<file path="src/rtl/physics_pkg.sv">
// physics_pkg: shared types and pair-index helper for the collision pair queue.
package physics_pkg;
   typedef enum logic [1:0] {IDLE, SCAN, DONE} cpq_state_t;
   // Row-major position of pair (i,j), j>i, within the flattened upper triangle.
   function automatic int pair_index(input int i, input int j, input int s);
      return i * s - i * (i + 1) / 2 + j - i - 1;
   endfunction
endpackage

</file>
<file path="src/rtl/pair_priority_encoder.sv">
// pair_priority_encoder: lowest set pair (row-major) of a flattened upper-triangle mask.
module pair_priority_encoder
   import physics_pkg::*;
#(
   parameter int SPRITES = 9,
   parameter int IDX_W = 4,
   parameter int PAIRS = SPRITES * (SPRITES - 1) / 2
) (
   input  logic [PAIRS-1:0] mask,
   output logic             any,
   output logic [IDX_W-1:0] i,
   output logic [IDX_W-1:0] j
);
   logic [PAIRS-1:0] low;
   // Bit n of a pair's row (or column) index, gathered over all pair positions.
   function automatic logic [PAIRS-1:0] field_mask(input int n, input bit hi);
      field_mask = '0;
      for (int a = 0; a < SPRITES - 1; a++)
         for (int b = a + 1; b < SPRITES; b++)
            if ((((hi ? b : a) >> n) & 1) == 1) field_mask |= PAIRS'(1) << pair_index(a, b, SPRITES);
   endfunction
   assign low = mask & (~mask + PAIRS'(1));
   assign any = |mask;
   for (genvar n = 0; n < IDX_W; n++) begin : g_bit
      assign i[n] = |(low & field_mask(n, 1'b0));
      assign j[n] = |(low & field_mask(n, 1'b1));
   end
endmodule

</file>
<file path="src/rtl/collision_pair_queue.sv">
// collision_pair_queue: snapshots the collision matrix and streams colliding pairs (i<j) over valid/ready.
module collision_pair_queue
   import physics_pkg::*;
#(
   parameter int SPRITES = 9,
   parameter int IDX_W = (SPRITES > 1) ? $clog2(SPRITES) : 1,
   parameter int CNT_W = $clog2(SPRITES * (SPRITES - 1) / 2 + 1)
) (
   input  logic                            clock,
   input  logic                            reset,
   input  logic                            start,
   input  logic [SPRITES-1:0][SPRITES-1:0] collision,
   output logic                            pair_valid,
   input  logic                            pair_ready,
   output logic [IDX_W-1:0]                pair_a,
   output logic [IDX_W-1:0]                pair_b,
   output logic                            busy,
   output logic                            done,
   output logic [CNT_W-1:0]                pair_count
);
   localparam int PAIRS = SPRITES * (SPRITES - 1) / 2;
   cpq_state_t state, state_n;
   logic [PAIRS-1:0] mask, mask_n, snap;
   logic [CNT_W-1:0] cnt;
   logic any, fire, unused_tri;
   logic [IDX_W-1:0] enc_i, enc_j;
   for (genvar a = 0; a < SPRITES - 1; a++) begin : g_row
      for (genvar b = a + 1; b < SPRITES; b++) begin : g_col
         assign snap[pair_index(a, b, SPRITES)] = collision[a][b];
      end
   end
   assign unused_tri = ^collision;
   pair_priority_encoder #(.SPRITES(SPRITES), .IDX_W(IDX_W), .PAIRS(PAIRS)) u_enc (
      .mask(mask),
      .any(any),
      .i(enc_i),
      .j(enc_j)
   );
   assign fire = pair_valid & pair_ready;
   // Accepting a pair retires the lowest pending bit, which is exactly the presented pair.
   assign mask_n = fire ? (mask & (mask - PAIRS'(1))) : mask;
   always_ff @(posedge clock) begin
      if (reset) state <= IDLE;
      else state <= state_n;
   end
   always_comb begin
      state_n = (state == IDLE) ? (start ? SCAN : IDLE) :
                (state == SCAN) ? ((mask_n == '0) ? DONE : SCAN) : IDLE;
   end
   always_ff @(posedge clock) begin
      if (reset) begin
         mask <= '0;
         cnt  <= '0;
      end else if (state == IDLE && start) begin
         mask <= snap;
         cnt  <= '0;
      end else if (state == SCAN) begin
         mask <= mask_n;
         if (fire) cnt <= cnt + CNT_W'(1);
      end
   end
   always_comb begin
      pair_valid = (state == SCAN) && any;
      pair_a     = pair_valid ? enc_i : '0;
      pair_b     = pair_valid ? enc_j : '0;
      busy       = state != IDLE;
      done       = state == DONE;
      pair_count = cnt;
   end
endmodule
</file>
<file path="config.mk">
export PLATFORM = sky130hd
export DESIGN_NAME = collision_pair_queue
export DESIGN_NICKNAME = d
export VERILOG_FILES = /design/src/rtl/physics_pkg.sv /design/src/rtl/pair_priority_encoder.sv /design/src/rtl/collision_pair_queue.sv
export SDC_FILE = /design/constraint.sdc
export NUM_CORES = 1
export LEC_CHECK = 0
export ABC_AREA = 1
export BUFFER_PORTS_ARGS = -buffer_cell sky130_fd_sc_hd__buf_2
export CAP_MARGIN = 5
export CORE_ASPECT_RATIO = 1.5
export CORE_MARGIN = 2
export CORE_UTILIZATION = 50
export CTS_BUF_LIST = sky130_fd_sc_hd__clkbuf_16
export CTS_CLUSTER_SIZE = 24
export DETAILED_ROUTE_END_ITERATION = 16
export PLACE_DENSITY = 0.79
export REMOVE_ABC_BUFFERS = 1
export SLEW_MARGIN = 20
export SYNTH_ARGS = -nofsm -noshare
export SYNTH_HDL_FRONTEND = slang
export SYNTH_SLANG_ARGS = --single-unit
</file>
<file path="constraint.sdc">
create_clock -name clock -period 3.2 [get_ports clock]
set_input_delay 0.32 -clock clock [delete_from_list [all_inputs] [get_ports clock]]
set_output_delay 0.32 -clock clock [all_outputs]
set_load 0.02 [all_outputs]
</file>
==> implementation parameters, run 1 <==
Parameter                              Value

Global routing
  Wire length of the first global-routing pass    15400 um
  GRT overflow    0
  Initial antenna violation count    0
  Pin count of the biggest net entering global routing    33
  Global routing usage summed across all routing layers    about 29%
  Via count of the first global-routing pass    ~3300

Timing
  Final worst-path cycle share    roughly nine tenths
  Worst slew margin relative to its limit    between 60% and 70%
  Final number of setup-violating endpoints    0
  WHS    roughly 0.28 ns
  Max-slew violation count    0
  Final Critical Period    ~2.9 ns
  Setup Total Neg Slack    0 ns
  Unrepaired setup endpoints after global routing    no
  Clk_skew    ~0.007 ns
  Maximum frequency from static timing analysis    between 0.3 and 0.4 GHz
  Slew at the pin with the worst max-slew slack    just over 0.5 ns
  Final hold viol count    0
  Final worst setup slack    approximately 0.32 ns

Worst setup path
  Critical path class    reg -> out
  Data arrival time of the critical path    approximately 2.6 ns
  Critical Path Fanout Max    5
  FF-to-FF Start    mask[16]$_SDFFE_PP0P_
  Type of element launching the critical path    register
  Worst Setup SP    mask[0]$_SDFFE_PP0P_
  Critical path endpoint category    output port
  Required arrival time at the worst endpoint    about 2.9 ns

Clock network
  Clock latency on the worst-skew pair    around 0.29 ns
  Count of H-tree levels built during CTS    2
  Number of buffers added for setup after CTS    0
  Clk root buf    sky130_fd_sc_hd__clkbuf_16
  Total number of clock tree sinks    44
  CTS Buffer Depth    2
  Clock-pin transition on the worst setup and hold timing paths    0.07 ns
  CTS resizes    0
  TritonCTS clock tree    built
  Hold-fix buffers at CTS    0
  Num CTS Buffers    5

Final layout
  Layout-stage area growth over the synthesis result    15.3%
  Number of antenna repair diodes    0
  Fraction of layout instances using a drive strength above 1    around 17%
  Filler-free cell count of the finished design    654
  Layout Cell Area excl Fill    3630 um^2
  Filler instances    ~640
  Final layout net count    approximately 670

Routing
  Remaining number of nets flagged by the antenna check after routing    0
  Routed via count    between 3000 and 4000
  Total Wirelength    roughly 9500 um
  Met2 WL    a little under 5000 um
  1st-pass router iterations    4
  DRC violation total after the first TritonRoute iteration    between 150 and 200
  Met3 layer wire length in the routed design    approximately 350 um
  Uppermost layer routed    met4
  Detail-routed via count per cell    roughly 5.5
  Routed wirelength normalized by instance count    14.5 um
  Post-route DRC    0
  Post-route met1 wirelength    between 4000 and 5000 um

Logic synthesis
  Avg Cell Area, Syn    5.92 um^2
  Gate Count Post-Synth    roughly 530
  Top cells by area in the synthesized netlist    sky130_fd_sc_hd__dfxtp_1 (28%), sky130_fd_sc_hd__nand2_1 (19%), sky130_fd_sc_hd__nor2_1 (10%)
  Share of flip-flops with an asynchronous set or reset    0%
  Post-synth EDFFs    0
  Count of state elements after synthesis    44
  Share of the synthesized area in the top cell type    ~28%
  Top cells by instance count after synthesis    sky130_fd_sc_hd__nand2_1 (162), sky130_fd_sc_hd__nor2_1 (84), sky130_fd_sc_hd__dfxtp_1 (44), sky130_fd_sc_hd__inv_1 (40), sky130_fd_sc_hd__a21oi_1 (38)
  Area leader, netlist    sky130_fd_sc_hd__dfxtp_1
  Warnings from Yosys    0
  Top_reg_cell synth    sky130_fd_sc_hd__dfxtp_1
  Synth unique cells    39
  Cell Area, Synth    roughly 3200 um^2
  Most numerous cell in the Yosys netlist    sky130_fd_sc_hd__nand2_1
  Share of synthesized area occupied by flip-flops and latches    28.0%

Min path
  Hold Crit Start    collision[7]
  Type of the worst min-delay path    in -> reg

Floorplanning
  Die height    roughly 100 um
  Die outline width    just under 70 um
  Starting density of the core    approximately half
  Die Footprint    around 7000 um^2
  Core area    6130 um^2
  Row count    35
  Top-level I/O count    102

Power
  Static leakage    between 1.5 and 2 nW
  Maximum ir drop on the vdd rail    around 0.26 mV
  Power per Cell Area    ~470 nW/um^2

Flow run
  Max-capacitance violation count    0

Outcome
  Outcome    finished, final reports clean

Placed design
  Number of I/O port buffers    between 50 and 60
  Global placement routability congestion    roughly 0.92
  Total half-perimeter wirelength after legalization and detailed placement    ~7400 um
  Area after DPL    between 3000 and 4000 um^2
  Placed Cells incl. Taps    roughly 650
  Setup slack at placement    ~0.68 ns
worst max-delay path: stages, from the launching register on:
cell	delay, ns
sky130_fd_sc_hd__dfxtp_1	0.36
sky130_fd_sc_hd__nor2_2	0.24
sky130_fd_sc_hd__inv_2	0.08
sky130_fd_sc_hd__nor2_2	0.21
sky130_fd_sc_hd__nand2_1	0.14
sky130_fd_sc_hd__nor2_1	0.26
sky130_fd_sc_hd__nand3_1	0.16
sky130_fd_sc_hd__o22ai_1	0.30
sky130_fd_sc_hd__inv_1	0.11
sky130_fd_sc_hd__a31oi_1	0.21
sky130_fd_sc_hd__buf_2	0.19
final cells by class:
type                            count  area [um^2]  share of cell area, %
Sequential cell                    44          881                   24.3
Tap cell                           74         92.6                   2.55
Timing Repair Buffer               60          313                   8.61
Multi-Input combinational cell    423         2010                   55.3
Inverter                           45          169                   4.65
Clock buffer                        5          125                   3.45
Clock inverter                      3         42.5                   1.17
per-layer routing:
| metal | vias up | global-route usage (%) |
|---|---|---|
| li1 | 1863 | - |
| met1 | 1641 | 33.5 |
| met2 | 104 | 51.9 |
| met3 | 21 | 2.78 |
| met4 | 0 | 11.2 |
| met5 | - | 0 |
kinds of logic (layout without fill, tap and decap cells):
logic type | after synthesis | in the layout | share of synthesized area (%)
AND/OR/NAND/NOR | 355 | 355 | 50.9
other | 1 | 1 | 0.119
flip-flops | 44 | 44 | 28.0
adder cells (fa/ha/maj) | 1 | 1 | 0.397
AO/OA/AOI/OAI | 65 | 65 | 12.0
XOR/XNOR | 1 | 1 | 0.278
buffers and inverters | 65 | 113 | 8.38
state kept, by name, summed over array words and instances (netlist names):
name,cells
pair_count,6
state,2
mask,36
cell usage in the layout, fill, tap and decap left out, types with 2 or more instances in the layout:
| cell type | synthesis | final |
|---|---|---|
| sky130_fd_sc_hd__buf_4 | 3 | 5 |
| sky130_fd_sc_hd__buf_2 | 1 | 55 |
| sky130_fd_sc_hd__nor3_1 | 11 | 11 |
| sky130_fd_sc_hd__inv_2 | 5 | 5 |
| sky130_fd_sc_hd__nand3_2 | 2 | 2 |
| sky130_fd_sc_hd__o2111ai_1 | 2 | 2 |
| sky130_fd_sc_hd__nor2_2 | 6 | 7 |
| sky130_fd_sc_hd__nor3b_1 | 3 | 3 |
| sky130_fd_sc_hd__a41oi_1 | 2 | 2 |
| sky130_fd_sc_hd__nor4_1 | 5 | 5 |
| sky130_fd_sc_hd__nor2_4 | 4 | 4 |
| sky130_fd_sc_hd__nor2_1 | 84 | 83 |
| sky130_fd_sc_hd__and3_1 | 2 | 2 |
| sky130_fd_sc_hd__a31oi_1 | 3 | 3 |
| sky130_fd_sc_hd__inv_1 | 40 | 40 |
| sky130_fd_sc_hd__clkbuf_16 | 0 | 5 |
| sky130_fd_sc_hd__nand2_4 | 2 | 2 |
| sky130_fd_sc_hd__dfxtp_1 | 44 | 44 |
| sky130_fd_sc_hd__o221ai_1 | 6 | 6 |
| sky130_fd_sc_hd__o21ai_1 | 6 | 6 |
| sky130_fd_sc_hd__nand2_2 | 5 | 5 |
| sky130_fd_sc_hd__nand2_1 | 162 | 162 |
| sky130_fd_sc_hd__nand4_1 | 29 | 29 |
| sky130_fd_sc_hd__nand3_1 | 36 | 36 |
| sky130_fd_sc_hd__o21ai_0 | 4 | 4 |
| sky130_fd_sc_hd__a21oi_1 | 38 | 38 |
worst paths after layout:
path,end,slack (ns),cells past startpoint
worst min register to register,pair_count[1]$_SDFFE_PP0P_,0.51,2
worst max-delay path,pair_b[3],0.32,10
worst max register to register,state[0]$_SDFF_PP0_,0.69,15
worst min-delay path,mask[6]$_SDFFE_PP0P_,0.28,3
power breakdown:
part	switching, mW	internal (mW)	total [mW]
clock	0.227	0.367	0.594
combinational	0.324	0.158	0.482
sequential	0.0445	0.582	0.627
stage by stage:
stage / utilization (%) / power, mW
after floorplan: - / 0.962
after detailed placement: 56.5 / 1.11
after CTS: 59.2 / 1.70
final: 59.2 / 1.70
after global routing: 59.2 / 1.79
after global placement: 56.5 / 1.11
Power figures use the tool's default switching activity.
==> run 2, diff against run 1 <==
- CORE_UTILIZATION: 50 -> 55
- PLACE_DENSITY: 0.79 -> 0.86
- RECOVER_POWER: not set -> 100
- REMOVE_ABC_BUFFERS: 1 -> not set
==> run 2 against run 1 <==
Sequential power barely moved. Utilization rose by 5.8 points. Die area fell by 8.7%. Clock-buffer cell count did not move. Clock power fell by 2%. Flip-flop and latch count did not move. Register-to-register slack got worse by 0.31 ns. Maximum frequency fell by 4.3%.
==> implementation parameters, run 2 (synthesized netlist as in run 1, its figures left out) <==
Parameter                              Value

Outcome
  Outcome    finished, final reports clean (unchanged)

Clock network
  CTS Buffer Depth    2 (unchanged)
  Total number of clock tree sinks    44 (unchanged)
  Count of H-tree levels built during CTS    2 (unchanged)
  Clock latency on the worst-skew pair    0.29 ns (about the same)
  CTS resizes    0 (unchanged)
  Number of buffers added for setup after CTS    0 (unchanged)
  Num CTS Buffers    5 (unchanged)
  Hold-fix buffers at CTS    0 (unchanged)
  TritonCTS clock tree    built (unchanged)
  Clock-pin transition on the worst setup and hold timing paths    0.06 ns (was 0.07 ns)
  Clk root buf    sky130_fd_sc_hd__clkbuf_16 (unchanged)

Final layout
  Number of antenna repair diodes    0 (unchanged)
  Register with the most flip-flops    mask (unchanged)
  Filler instances    563 (was 635)
  Number of flip-flops in the largest register    36 (unchanged)
  Most common cell after layout, fill and taps aside    sky130_fd_sc_hd__nand2_1 (unchanged)
  Layout-stage area growth over the synthesis result    13.4% (was 15.3%)
  Final design utilization    65.0% (was 59.2%)
  Final layout net count    663 (was 665)
  Area of the multi-input gates    1990 um^2 (was 2010 um^2)
  Fraction of layout instances using a drive strength above 1    12.8% (was 16.6%)
  Reg area    881 um^2 (unchanged)
  Leading cell types in the layout, fill and taps excluded    sky130_fd_sc_hd__nand2_1 (163), sky130_fd_sc_hd__nor2_1 (84), sky130_fd_sc_hd__dfxtp_1 (44) (was sky130_fd_sc_hd__nand2_1 (162), sky130_fd_sc_hd__nor2_1 (83), sky130_fd_sc_hd__buf_2 (55))

Routing
  DRC violation total after the first TritonRoute iteration    306 (was 174)
  Total Wirelength    10100 um (was 9470 um)
  Detail-routed via count per cell    5.74 (was 5.55)
  Post-route DRC    0 (unchanged)
  Remaining number of nets flagged by the antenna check after routing    0 (unchanged)
  1st-pass router iterations    5 (was 4)
  Routed via count    3718 (was 3629)
  Routed wirelength normalized by instance count    15.6 um (was 14.5 um)

Timing
  Maximum frequency from static timing analysis    0.333 GHz (was 0.348 GHz)
  Worst slew margin relative to its limit    39.0% (was 64.5%)
  Final Critical Period    3.00 ns (was 2.88 ns)
  Clk_skew    0.00446 ns (was 0.00703 ns)
  Final worst-path cycle share    93.9% (was 89.9%)
  Final hold viol count    0 (unchanged)
  Final number of setup-violating endpoints    0 (unchanged)
  Max-slew violation count    0 (unchanged)
  Setup Total Neg Slack    0 ns (unchanged)
  Slew at the pin with the worst max-slew slack    0.914 ns (was 0.520 ns)
  WHS    0.276 ns (was 0.277 ns)
  Unrepaired setup endpoints after global routing    no (unchanged)

Global routing
  Via count of the first global-routing pass    3566 (was 3325)
  Wire length of the first global-routing pass    16700 um (was 15400 um)
  Pin count of the biggest net entering global routing    39 (was 33)
  Initial antenna violation count    0 (unchanged)
  GRT overflow    0 (unchanged)
  Global routing usage summed across all routing layers    33.5% (was 28.7%)

Floorplanning
  Core area    5490 um^2 (was 6130 um^2)
  Die height    96.7 um (was 101 um)
  Die Footprint    6360 um^2 (was 6960 um^2)
  Row count    33 (was 35)
  Top-level I/O count    102 (unchanged)
  Die outline width    65.8 um (was 68.8 um)
  Starting density of the core    57.4% (was 51.4%)

Min path
  Worst hold endpoint    mask[1]$_SDFFE_PP0P_ (was mask[6]$_SDFFE_PP0P_)
  Type of the worst min-delay path    in -> reg (unchanged)
  Number of stages on the worst hold path    3 (unchanged)
  Hold Crit Start    collision[2] (was collision[7])

Worst setup path
  Reg-to-Reg End    state[0]$_SDFF_PP0_ (unchanged)
  Required arrival time at the worst endpoint    2.88 ns (about the same)
  Critical Path Fanout Max    5 (unchanged)
  Biggest cell delay along the critical path    0.36 ns (about the same)
  Flop2flop setup slack    0.38 ns (was 0.69 ns)
  Critical path endpoint category    output port (unchanged)
  Critical path's most frequent cell    sky130_fd_sc_hd__nor2_2 (unchanged)
  Critical Path Slowest Stage Cell    sky130_fd_sc_hd__dfxtp_1 (unchanged)
  Worst Setup SP    mask[0]$_SDFFE_PP0P_ (unchanged)
  Number of cells traversed by the worst register-to-register path    15 (unchanged)
  Type of element launching the critical path    register (unchanged)
  Critical path class    reg -> out (unchanged)
  Data arrival time of the critical path    2.68 ns (was 2.56 ns)
  FF-to-FF Start    mask[0]$_SDFFE_PP0P_ (was mask[16]$_SDFFE_PP0P_)
  Cell Chain, Critical Path    nor2_2, inv_2, nor2_2, nand2_1, nor2_1, nand3_1, o22ai_1, inv_1, a31oi_1, clkbuf_1 (was nor2_2, inv_2, nor2_2, nand2_1, nor2_1, nand3_1, o22ai_1, inv_1, a31oi_1, buf_2)

Logic synthesis
  Post-Synthesis Net Count    618

Power
  Power per Cell Area    474 nW/um^2 (was 469 nW/um^2)
  Maximum ir drop on the vdd rail    0.332 mV (was 0.261 mV)
  Total power draw    1.69 mW (was 1.70 mW)
  Static leakage    1.69 nW (was 1.77 nW)

Placed design
  Global placement routability congestion    1.03 (was 0.922)
  Number of I/O port buffers    55 (unchanged)
  Total half-perimeter wirelength after legalization and detailed placement    7770 um (was 7440 um)

Flow run
  Max-capacitance violation count    0 (unchanged)
==> run 2: cell count changes in the layout (fill, tap and decap cells not counted), sizes merged <==
cell	change
buf	-17
clkinvlp	-1
clkinv	+1
clkbuf	+15
==> run 2: worst max-delay path, delay by kind of cell (launching register included) <==
kind,cells,cell delay (ns)
flip-flops,1,0.36
buffers and inverters,3,0.44
AND/OR/NAND/NOR,5,1.09
AO/OA/AOI/OAI,2,0.50
==> run 2: per-stage QoR <==
step | worst slack (ns) | std cells | cell area (um^2)
after CTS | 0.304 | 648 | 3610
after floorplan | 1.12 | 532 | 3150
final | 0.195 | 648 | 3570
after detailed placement | 0.618 | 640 | 3440
after global routing | 0.0591 | 648 | 3570
after global placement | 0.633 | 640 | 3440
==> run 2: area by class of cell <==
class / count / area share (%)
clock buffers: 5 / 3.50
clock inverters: 3 / 1.05
inverters: 45 / 4.73
multi-input cells: 423 / 55.8
flip-flops and latches: 44 / 24.7
well taps: 70 / 2.45
repair buffers: 58 / 7.81
==> run 2: worst max-delay path by stage <==
stage | to | slack [ns] | cells past startpoint
3_5_place_dp | state[0]$_SDFF_PP0_ | 0.62 | 15
5_1_grt | pair_b[3] | 0.06 | 10
4_1_cts | pair_b[3] | 0.30 | 10
6_report | pair_b[3] | 0.20 | 10
3_3_place_gp | state[0]$_SDFF_PP0_ | 0.63 | 15
2_1_floorplan | pair_b[3] | 1.12 | 9
==> run 2: per-layer routing <==
| layer | GRT usage, % | routed length [um] | up-vias |
|---|---|---|---|
| met1 | 38.1 | 3980 | 1678 |
| met4 | 17.9 | 487 | 0 |
| met3 | 3.60 | 472 | 41 |
| met5 | 0 | 0 | - |
| li1 | - | - | 1854 |
| met2 | 59.1 | 5200 | 145 |
==> run 2: power breakdown <==
part | total [mW] | internal [mW] | switching, mW
registers | 0.628 | 0.582 | 0.0459
clock network | 0.585 | 0.363 | 0.221
logic | 0.479 | 0.152 | 0.327
==> run 3, diff against run 2 <==
--- a/config.mk
+++ b/config.mk
@@ -13,3 +13,3 @@
 export CORE_UTILIZATION = 55
-export CTS_BUF_LIST = sky130_fd_sc_hd__clkbuf_16
+export CTS_BUF_LIST = sky130_fd_sc_hd__clkbuf_8
 export CTS_CLUSTER_SIZE = 24
==> constraint.sdc (replaced) <==
create_clock -name clock -period 3.2 [get_ports clock]
set_input_delay 0 -clock clock [delete_from_list [all_inputs] [get_ports clock]]
set_output_delay 0 -clock clock [all_outputs]
set_load 0.02 [all_outputs]
==> run 3 against run 2 <==
Utilization is 4.3 points higher. Register-to-register slack lost 0.03 ns. Global-route usage grew 1.7 points. Critical path type is now reg -> reg. Critical endpoint is now state[0]$_SDFF_PP0_. Largest power group unchanged.
==> implementation parameters, run 3 (synthesized netlist as in run 1, its figures left out) <==
Parameter                              Value

Routing
  Routed wirelength normalized by instance count    15.9 um (was 15.6 um)
  1st-pass router iterations    5 (unchanged)
  DRC violation total after the first TritonRoute iteration    351 (was 306)
  Detail-routed via count per cell    5.77 (was 5.74)
  Total Wirelength    10800 um (was 10100 um)
  Post-route DRC    0 (unchanged)
  Routed via count    3909 (was 3718)
  Remaining number of nets flagged by the antenna check after routing    0 (unchanged)

Global routing
  Initial antenna violation count    0 (unchanged)
  Wire length of the first global-routing pass    17500 um (was 16700 um)
  Via count of the first global-routing pass    3792 (was 3566)
  Global routing usage summed across all routing layers    35.2% (was 33.5%)
  GRT overflow    0 (unchanged)
  Pin count of the biggest net entering global routing    33 (was 39)

Timing
  Unrepaired setup endpoints after global routing    no (unchanged)
  Final worst-path cycle share    89.2% (was 93.9%)
  Final hold viol count    0 (unchanged)
  Setup Total Neg Slack    0 ns (unchanged)
  Slew at the pin with the worst max-slew slack    1.04 ns (was 0.914 ns)
  Final Critical Period    2.85 ns (was 3.00 ns)
  Worst slew margin relative to its limit    30.3% (was 39.0%)
  Maximum frequency from static timing analysis    0.350 GHz (was 0.333 GHz)
  Clk_skew    0.00853 ns (was 0.00446 ns)
  Max-slew violation count    0 (unchanged)
  Final number of setup-violating endpoints    0 (unchanged)

Flow run
  Max-capacitance violation count    0 (unchanged)

Power
  Power share of the combinational group    34.1% (was 28.3%)
  Power per Cell Area    397 nW/um^2 (was 474 nW/um^2)
  Static leakage    1.80 nW (was 1.69 nW)
  Clk pwr share    24.5% (was 34.6%)
  Reported net switching power    0.582 mW (was 0.594 mW)
  Total power draw    1.51 mW (was 1.69 mW)
  Pint    0.931 mW (was 1.10 mW)
  Share of total power in sequential cells    41.5% (was 37.1%)
  Maximum ir drop on the vdd rail    0.315 mV (was 0.332 mV)
  Sw Share    38.5% (was 35.1%)

Clock network
  Total number of clock tree sinks    44 (unchanged)
  Count of H-tree levels built during CTS    2 (unchanged)
  CTS Buffer Depth    2 (unchanged)
  Clock-pin transition on the worst setup and hold timing paths    0.09 ns (was 0.06 ns)
  TritonCTS clock tree    built (unchanged)
  CTS resizes    0 (unchanged)
  Clock latency on the worst-skew pair    0.30 ns (was 0.29 ns)
  Clk root buf    sky130_fd_sc_hd__clkbuf_8 (was sky130_fd_sc_hd__clkbuf_16)
  Number of buffers added for setup after CTS    0 (unchanged)
  Num CTS Buffers    5 (unchanged)

Worst setup path
  Critical path's most frequent cell    sky130_fd_sc_hd__nor2_1 (was sky130_fd_sc_hd__nor2_2)
  Cell Chain, Critical Path    nor2_1, nand2_2, nor2_4, nand2_4, nor2_1, nand2_4, nand3_4, o21ai_1, nor2_1, nand2_1, nor2_1, nand3_2, nor2_2, nor2_2 (was nor2_2, inv_2, nor2_2, nand2_1, nor2_1, nand3_1, o22ai_1, inv_1, a31oi_1, clkbuf_1)
  Number of cells traversed by the worst register-to-register path    14 (was 15)
  Critical path endpoint category    register (was output port)
  Data arrival time of the critical path    3.05 ns (was 2.68 ns)
  Critical Path Slowest Stage Cell    sky130_fd_sc_hd__dfxtp_1 (unchanged)
  Critical Path Fanout Max    26 (was 5)
  Type of element launching the critical path    register (unchanged)
  Critical path class    reg -> reg (was reg -> out)
  Required arrival time at the worst endpoint    3.40 ns (was 2.88 ns)
  Biggest cell delay along the critical path    0.36 ns (about the same)

Final layout
  Filler-free cell count of the finished design    678 (was 648)
  Leading cell types in the layout, fill and taps excluded    sky130_fd_sc_hd__nand2_1 (163), sky130_fd_sc_hd__nor2_1 (86), sky130_fd_sc_hd__dfxtp_1 (44) (was sky130_fd_sc_hd__nand2_1 (163), sky130_fd_sc_hd__nor2_1 (84), sky130_fd_sc_hd__dfxtp_1 (44))
  Filler instances    520 (was 563)
  Layout Cell Area excl Fill    3810 um^2 (was 3570 um^2)
  Number of flip-flops in the largest register    36 (unchanged)
  Register with the most flip-flops    mask (unchanged)
  Fraction of layout instances using a drive strength above 1    12.7% (was 12.8%)
  Final layout net count    693 (was 663)
  Most common cell after layout, fill and taps aside    sky130_fd_sc_hd__nand2_1 (unchanged)
  Layout-stage area growth over the synthesis result    20.9% (was 13.4%)
  Number of antenna repair diodes    0 (unchanged)

Floorplanning
  Starting density of the core    57.4% (unchanged)
  Die height    96.7 um (unchanged)
  Die Footprint    6360 um^2 (unchanged)
  Die outline width    65.8 um (unchanged)
  Top-level I/O count    102 (unchanged)
  Row count    33 (unchanged)
  Core area    5490 um^2 (unchanged)

Placed design
  Global placement routability congestion    1.03 (about the same)
  Area after DPL    3440 um^2 (about the same)
  Total half-perimeter wirelength after legalization and detailed placement    7890 um (was 7770 um)
  Placed Cells incl. Taps    639 (was 640)
  Number of I/O port buffers    55 (unchanged)

Outcome
  Outcome    finished, final reports clean (unchanged)

Min path
  Number of stages on the worst hold path    3 (unchanged)
  Type of the worst min-delay path    in -> reg (unchanged)

Logic synthesis
  Post-Synthesis Net Count    618 (unchanged)
run 3: cell count changes in the layout (fill, tap and decap cells not counted), sizes merged:
cell,previous run,this run
buf,43,45
clkbuf,20,18
dlygate4sd3,0,31
bufinv,1,0
run 3: cell type report:
class | instances | area, um^2 | share of cell area [%]
Timing Repair Buffer | 88 | 586 | 15.4
Inverter | 45 | 169 | 4.43
Tap cell | 70 | 87.6 | 2.30
Clock inverter | 2 | 10.0 | 0.263
Clock buffer | 6 | 82.6 | 2.17
Sequential cell | 44 | 881 | 23.1
Multi-Input combinational cell | 423 | 1990 | 52.3
run 3: layer usage:
metal | part of all wire (%) | wire length, um | global-route usage, % | up-vias
li1 | - | - | - | 1922
met1 | 36 | 3940 | 37.4 | 1754
met2 | 52 | 5620 | 62.5 | 193
met3 | 5.8 | 621 | 5.81 | 40
met4 | 5.7 | 612 | 21.0 | 0
met5 | 0 | 0 | 0 | -
run 3: worst paths after layout:
kind,from,end,slack (ns)
setup reg to reg,mask[0]$_SDFFE_PP0P_,state[0]$_SDFF_PP0_,0.35
setup / recovery,mask[0]$_SDFFE_PP0P_,state[0]$_SDFF_PP0_,0.35
hold / removal,collision[42],mask[27]$_SDFFE_PP0P_,0.04
hold reg to reg,pair_count[1]$_SDFFE_PP0P_,pair_count[1]$_SDFFE_PP0P_,0.52
run 3: critical path: cells and delay by family (launching register included):
kind | cells | cell delay, ns
flops | 1 | 0.36
compound gates | 1 | 0.13
simple gates | 13 | 2.25
run 3: repair_timing:
action,4_1_cts,5_1_grt
endpoints found under the hold margin,31,0
hold buffers,31,0
setup endpoints to repair,0,0
run 3: power groups by stage:
stage | sequential [mW] | clock (mW) | combinational (mW)
finish | 0.627 | 0.370 | 0.515
global route | 0.632 | 0.401 | 0.570
CTS | 0.626 | 0.375 | 0.511
detailed placement | 0.639 | 0 | 0.478
global placement | 0.638 | 0 | 0.472
floorplan | 0.626 | 0 | 0.355
run 3: metrics by stage:
stage | hold WS (ns) | utilization (%) | setup WS (ns)
after CTS | 0.0375 | 69.9 | 0.585
after floorplan | 0.149 | - | 1.33
after detailed placement | 0.258 | 62.6 | 0.611
after global routing | 0.0670 | 69.4 | 0.227
after global placement | 0.253 | 62.6 | 0.634
final | 0.0379 | 69.4 | 0.347
